$ cat src/rtl/mem_ctrl_pkg.sv
// Shared types for the memory controller.
// Contents: word_t, access size encoding, controller state encoding and
// a helper returning the byte-lane mask for an access size.
// Build option: MEM_CTRL_MISALIGNED_EN adds the BEAT1 state for split accesses.
package mem_ctrl_pkg;

   typedef logic [31:0] word_t;

   typedef enum logic [1:0] {
      SIZE_B = 2'd0,
      SIZE_H = 2'd1,
      SIZE_W = 2'd2
   } size_e;

   typedef enum logic [2:0] {
      IDLE,
      BEAT0,
`ifdef MEM_CTRL_MISALIGNED_EN
      BEAT1,
`endif
      CAP,
      RESP
   } state_e;

   // Unshifted byte-lane mask for an access of the given size.
   function automatic logic [3:0] size_mask(input logic [1:0] size);
      case (size)
         SIZE_B:  return 4'h1;
         SIZE_H:  return 4'h3;
         default: return 4'hF;
      endcase
   endfunction

endpackage

$ cat src/rtl/mem_ctrl_align.sv
// mem_align: combinational lane steering for the memory controller.
// Ports:
//   i_size, i_signed, i_offset : latched access size, sign flag, addr[1:0]
//   i_wdata                    : right-aligned store data
//   i_rdata                    : {beat1, beat0} raw RAM read data
//   o_wdata, o_be              : 64-bit lane-shifted store data and byte enables
//   o_rdata                    : right-aligned, masked, extended load data
module mem_align
   import mem_ctrl_pkg::*;
(
   input  logic [1:0]  i_size,
   input  logic        i_signed,
   input  logic [1:0]  i_offset,
   input  word_t       i_wdata,
   input  logic [63:0] i_rdata,
   output logic [63:0] o_wdata,
   output logic [7:0]  o_be,
   output word_t       o_rdata
);

   logic [63:0] w_shifted;
   word_t       w_raw;

   always_comb begin
      o_be      = {4'b0000, size_mask(i_size)} << i_offset;
      o_wdata   = {32'b0, i_wdata} << {i_offset, 3'b000};
      w_shifted = i_rdata >> {i_offset, 3'b000};
      w_raw     = w_shifted[31:0];
      case (i_size)
         SIZE_B:  o_rdata = {{24{i_signed & w_raw[7]}}, w_raw[7:0]};
         SIZE_H:  o_rdata = {{16{i_signed & w_raw[15]}}, w_raw[15:0]};
         default: o_rdata = w_raw;
      endcase
   end

endmodule

$ cat src/rtl/mem_ctrl.sv
// mem_ctrl: single-outstanding load/store controller in front of a
// one-cycle-latency word RAM.
// Ports:
//   clk, rst                        : clock, synchronous active-high reset
//   req_*                           : core request (valid/ready handshake)
//   rsp_*                           : response (valid/ready handshake), fault flag
//   mem_addr/wdata/be/we, mem_rdata : RAM port, read data one cycle after address
// Build option: MEM_CTRL_MISALIGNED_EN enables two-beat accesses that cross a
// word boundary; without it such accesses fault.
module mem_ctrl
   import mem_ctrl_pkg::*;
#(
   parameter int unsigned MEM_WORDS = 256
) (
   input  logic        clk,
   input  logic        rst,
   input  logic        req_valid,
   output logic        req_ready,
   input  logic        req_write,
   input  logic [1:0]  req_size,
   input  logic        req_signed,
   input  word_t       req_addr,
   input  word_t       req_wdata,
   output logic        rsp_valid,
   input  logic        rsp_ready,
   output word_t       rsp_rdata,
   output logic        rsp_err,
   output logic [29:0] mem_addr,
   output word_t       mem_wdata,
   output logic [3:0]  mem_be,
   output logic        mem_we,
   input  word_t       mem_rdata
);

   localparam logic [32:0] ByteLimit = 33'(MEM_WORDS) << 2;

   state_e      r_state, w_state_nxt;
   word_t       r_addr, r_wdata, r_rd0, r_rd1;
   logic [1:0]  r_size;
   logic        r_write, r_signed, r_err;
`ifdef MEM_CTRL_MISALIGNED_EN
   logic        r_split;
`endif

   logic        w_accept, w_split, w_fault, w_split_q, w_in_beat1;
   logic [3:0]  w_nbytes;
   logic [32:0] w_last;
   logic [63:0] w_wd64;
   logic [7:0]  w_be8;
   word_t       w_load;

   // Decode of the live request, used only on the accept cycle.
   always_comb begin
      w_nbytes = 4'd1 << req_size;
      w_split  = ({2'b00, req_addr[1:0]} + w_nbytes) > 4'd4;
      w_last   = {1'b0, req_addr} + {29'b0, w_nbytes} - 33'd1;
      w_fault  = (req_size == 2'd3) || (w_last >= ByteLimit);
`ifndef MEM_CTRL_MISALIGNED_EN
      w_fault  = w_fault || w_split;
`endif
   end

   assign w_accept = req_valid && (r_state == IDLE);

`ifdef MEM_CTRL_MISALIGNED_EN
   assign w_split_q  = r_split;
   assign w_in_beat1 = (r_state == BEAT1);
`else
   assign w_split_q  = 1'b0;
   assign w_in_beat1 = 1'b0;
`endif

   mem_align u_align (
      .i_size   (r_size),
      .i_signed (r_signed),
      .i_offset (r_addr[1:0]),
      .i_wdata  (r_wdata),
      .i_rdata  ({r_rd1, r_rd0}),
      .o_wdata  (w_wd64),
      .o_be     (w_be8),
      .o_rdata  (w_load)
   );

   always_ff @(posedge clk) begin
      if (rst) begin
         r_state  <= IDLE;
         r_addr   <= '0;
         r_wdata  <= '0;
         r_size   <= '0;
         r_write  <= 1'b0;
         r_signed <= 1'b0;
         r_err    <= 1'b0;
         r_rd0    <= '0;
         r_rd1    <= '0;
`ifdef MEM_CTRL_MISALIGNED_EN
         r_split  <= 1'b0;
`endif
      end else begin
         r_state <= w_state_nxt;
         if (w_accept) begin
            r_addr   <= req_addr;
            r_wdata  <= req_wdata;
            r_size   <= req_size;
            r_write  <= req_write;
            r_signed <= req_signed;
            r_err    <= w_fault;
`ifdef MEM_CTRL_MISALIGNED_EN
            r_split  <= w_split;
`endif
         end
         // RAM data trails the address by one cycle: beat 0 data arrives in
         // the cycle after BEAT0, beat 1 data in CAP.
         if (w_in_beat1 || (r_state == CAP && !w_split_q)) r_rd0 <= mem_rdata;
         if (r_state == CAP && w_split_q) r_rd1 <= mem_rdata;
      end
   end

   always_comb begin
      w_state_nxt = r_state;
      req_ready   = (r_state == IDLE);
      rsp_valid   = (r_state == RESP);
      rsp_err     = (r_state == RESP) && r_err;
      rsp_rdata   = '0;
      mem_addr    = '0;
      mem_wdata   = '0;
      mem_be      = '0;
      mem_we      = 1'b0;

      case (r_state)
         IDLE:  if (w_accept) w_state_nxt = w_fault ? RESP : BEAT0;
`ifdef MEM_CTRL_MISALIGNED_EN
         BEAT0: w_state_nxt = r_split ? BEAT1 : CAP;
         BEAT1: w_state_nxt = CAP;
`else
         BEAT0: w_state_nxt = CAP;
`endif
         CAP:   w_state_nxt = RESP;
         RESP:  if (rsp_ready) w_state_nxt = IDLE;
         default: w_state_nxt = IDLE;
      endcase

      if (r_state == BEAT0 || w_in_beat1) begin
         mem_addr  = r_addr[31:2] + {29'b0, w_in_beat1};
         mem_be    = w_in_beat1 ? w_be8[7:4] : w_be8[3:0];
         mem_wdata = w_in_beat1 ? w_wd64[63:32] : w_wd64[31:0];
         mem_we    = r_write;
      end

      if (r_state == RESP && !r_err && !r_write) rsp_rdata = w_load;
   end

endmodule

$ cat config.mk
export PLATFORM = sky130hd
export DESIGN_NAME = mem_ctrl
export DESIGN_NICKNAME = d
export VERILOG_FILES = /design/src/rtl/mem_ctrl_pkg.sv /design/src/rtl/mem_ctrl_align.sv /design/src/rtl/mem_ctrl.sv
export SDC_FILE = /design/constraint.sdc
export NUM_CORES = 1
export LEC_CHECK = 0
export ABC_AREA = 1
export BUFFER_PORTS_ARGS = -buffer_cell sky130_fd_sc_hd__buf_2
export CELL_PAD_IN_SITES_DETAIL_PLACEMENT = 1
export CELL_PAD_IN_SITES_GLOBAL_PLACEMENT = 2
export CORE_MARGIN = 3
export CORE_UTILIZATION = 27
export DETAILED_ROUTE_END_ITERATION = 10
export PLACE_DENSITY_LB_ADDON = 0.12
export SLEW_MARGIN = 20
export SYNTH_ARGS = -nofsm -noshare
export SYNTH_HDL_FRONTEND = slang
export SYNTH_SLANG_ARGS = --single-unit
$ cat constraint.sdc
create_clock -name clk -period 3.9 [get_ports clk]
set_input_delay 0.78 -clock clk [delete_from_list [all_inputs] [get_ports clk]]
set_output_delay 0.78 -clock clk [all_outputs]
set_load 0.01 [all_outputs]
==> metrics.md <==
| Metric | Value |
|---|---|
| R2R Path End | r_rd0[2] |
| Synth warn | 0 |
| Latest clock arrival within the worst-skew pair | around 0.36 ns |
| Worst hold path stage count | 2 |
| Largest net degree at the start of global routing | 59 |
| Die Ht | 176 um |
| Layout cell share with drive strength beyond 1 | 17.5% |
| Syn Std Cell Area | between 0.007 and 0.008 mm2 |
| Compound-Gate Fraction of Synth Area | 17.3% |
| Final setup fails | 0 |
| Area Overhead vs Synth | 21.9% |
| GRT overflow | 0 |
| Fraction of the mapped netlist area in adder cells | around 7.4% |
| Crit. End Element | primary output |
| Fmax | about 0.29 GHz |
| CTS max path bufs | 2 |
| H-Tree Depth | 3 |
| CP max stage cell | dfxtp_4 |
| Leak Pwr | 5.05 nW |
| All-layer global routing usage | a little under 20% |
| Dpl cell area | between 0.009 and 0.01 mm2 |
| Slew HR | 30.5% |
| Cell area after layout | around 0.0095 mm2 |
| Routed vias/inst | 4.69 |
| Simple-Gate Fraction of Synth Area | about a third |
| Slew @ Worst Pin | 1.04 ns |
| I/O pin count | between 200 and 250 |
| Avg WL per Cell | about 16 um |
| Final Hold Vio Count | 0 |
| DRC violations left | 0 |
| Met1 Resource Use GR | 26.0% |
| Final TNS setup | 0 ns |
| Syn Area/Cell | between 5 and 6 um2 |
| RSZ-0062 raised after global routing | no |
| Seq/Total Area, Yosys | a little over a quarter |
| CP Max Fanout | 38 |
| Worst Setup SP | r_addr[0] |
| DPL Wire Length | 24400 um |
| Synth area leader | dfxtp_1 |
| Largest family of logic cells by synthesized area | simple AND/OR/NAND/NOR gates |
| Top-area cell type share of the netlist area | 26.4% |
| Depth of the most critical reg-to-reg path | 6 |
| Final Cycle Share | 90.0% |
| Delay-heaviest family, CP | buffers and inverters |
| Met2 usage | between 30% and 40% |
| First-pass GRT wire length | ~49000 um |
| Max-slew violation count | 0 |
| Routability cong. | around 0.85 |
| Synth Area in XOR/XNOR | 0% |
| Fraction of synthesized area in multiplexers | less than 1% |
| Clk root buf | clkbuf_16 |
| Fin crit period | 3.51 ns |
| Post-DRT Antenna Nets | 0 |
| Clock transition at path regs | approximately 0.08 ns |
| VDD IR max | around 0.23 mV |
| Initial antenna violation count | 0 |
| Worst hold path type | reg -> reg |
| GR Util met3 | 2.65% |
| Number of port buffers | a little over 200 |
| Total core area | between 0.02 and 0.03 mm2 |
| PwrDens | between 400 and 500 mW/mm2 |
| CP max stage delay | between 0.4 and 0.5 ns |
| Final #Nets | about 1700 |
| Die area | about 0.031 mm2 |
| Max Clock Skew | approximately 0.0097 ns |
| TritonRoute pass-1 iters | 4 |
| Setup CP Type | reg -> out |
| Ant. Diodes | 0 |
| Maxcap violations | 0 |
| CTS tree | built |
| Fillers | around 3800 |
| Syn Inst Count | between 1000 and 1500 |
| Status | completed |
| Cell Rows | between 60 and 70 |
| Gr busiest metal | met2 |
| Wirelength, routed | ~30000 um |
| Yosys reg bits | 103 |
| Ranking of synthesized cells by area | dfxtp_1 26%, nand2_1 21%, inv_1 9.6% |
| Worst reg2reg path startpoint | r_state[0] |
| Netlist cell types | 31 |
| Synth Net Count | 1480 |
| Number of global-route vias before repair | 8936 |
| Starting Density | approximately 28% |
| DR vias | 8836 |
| Buf+Inv Stages, Crit Path | 4 |
| Clock tree sinks | a little over 100 |
| Initial DRC Count | between 400 and 500 |
| CP startpoint kind | flop |
| Arrival @ worst endpoint | 2.73 ns |
| Hold path start | r_rd0[7] |
| Critical Path, Cell by Cell | inv_2, buf_4, nand2_1, a21oi_1, nand3_1, nand3_1, nand2_1, buf_4, a21oi_1, buf_2 |
| Die width | 176 um |
| TritonCTS buffer count | 9 |
| CTS Hold Bufs | 0 |
| Endpoint, Worst Hold | r_rd0[7] |
| Worst R2R Setup Slack | ~1.5 ns |
| Critical Path RT | 3.12 ns |
==> cell usage in the layout, fill, tap and decap left out, types with 10 or more instances in the layout <==
master,n
dfxtp_1,102
inv_1,199
buf_2,204
a211oi_1,44
nand4_1,11
ha_1,43
o21ai_0,45
nand2_1,430
nand2_2,10
o32ai_1,11
nand3_1,66
buf_4,12
a21oi_1,106
nor2_1,143
==> flip-flops by register name, summed over array words and instances, names as in the netlist <==
| signal | cells |
|---|---|
| r_size | 2 |
| r_state | 2 |
| r_err | 1 |
| r_wdata | 32 |
| r_write | 1 |
| r_signed | 1 |
| r_rd0 | 32 |
| r_addr | 32 |
==> routing by layer <==
metal	vias up	wire [um]
li1	4560	-
met4	0	246
met5	-	0
met3	14	1130
met1	4104	14400
met2	158	15000
==> per-stage QoR <==
| stage | setup WS [ns] | util (%) | hold slack, ns | total power, W | std cells |
|---|---|---|---|---|---|
| finish | 0.392 | 33.8 | 0.463 | 0.00466 | 1884 |
| global route | 0.138 | 33.8 | 0.497 | 0.00507 | 1884 |
| CTS | 0.161 | 33.8 | 0.470 | 0.00474 | 1884 |
| detailed placement | 0.214 | 32.7 | 0.458 | 0.00371 | 1868 |
| global placement | 0.308 | 32.7 | 0.451 | 0.00369 | 1868 |
| floorplan | 0.761 | - | 0.441 | 0.00294 | 1331 |
==> area by class of cell <==
type	count	area [um2]	area share (%)
clock buffers	9	225	2.37
clock inverters	7	88.8	0.935
inverters	209	785	8.26
multi-input cells	961	4730	49.8
flip-flops and latches	103	2070	21.7
well taps	378	473	4.98
repair buffers	217	1130	11.9
==> logic make-up after synthesis <==
family	after synthesis
AND/OR/NAND/NOR	680
buffers and inverters	267
AO/OA/AOI/OAI	230
flip-flops	103
adder cells (fa/ha/maj)	45
multiplexers	6
==> worst max path at each step <==
stage	to	slack, ns	cells past startpoint
finish	rsp_rdata[31]	0.39	10
global route	rsp_rdata[25]	0.14	10
CTS	rsp_rdata[31]	0.16	10
floorplan	r_state[1]	0.76	24
global placement	r_state[1]	0.31	25
detailed placement	r_state[1]	0.21	25
==> worst min-delay path, cell delays in order, from the launching register on <==
cell	delay [ns]
dfxtp_1	0.31
nand2_1	0.06
a21oi_1	0.05
==> what timing repair did <==
action	4_1_cts	5_1_grt
setup buffers	0	0
endpoints found under the hold margin	0	0
endpoints found under the setup margin	0	16
resized for setup	0	1
==> where the power goes <==
| group | switching [W] | leakage [nW] | internal [W] |
|---|---|---|---|
| sequential | 0.000203 | 0.846 | 0.00132 |
| clock | 0.000484 | 0.152 | 0.000516 |
| combinational | 0.00146 | 4.05 | 0.000679 |
| total | 0.00215 | 5.05 | 0.00251 |
==> synth_stat cells <==
cell type  instances
ha_1              43
a21oi_2            4
o21ai_0           45
nand2_1          431
clkbuf_1          54
mux2i_1            6
nand4_1           11
dfxtp_1          103
nor2_1           143
nor3_1             6
nand3b_1           4
a211oi_1          44
o21bai_1           5
nand2_2            9
nor2_2             6
o32ai_1           11
nand3_1           66
inv_2              5
a21oi_1          106
buf_2              1
a31oi_1            7
or2_2              1
fa_1               2
o21ai_1            3
inv_1            200
o22ai_1            4
nor3_2             1
buf_1              3
a221oi_1           1
clkinv_1           4
nor2_4             2
Power figures use the tool's default switching activity.
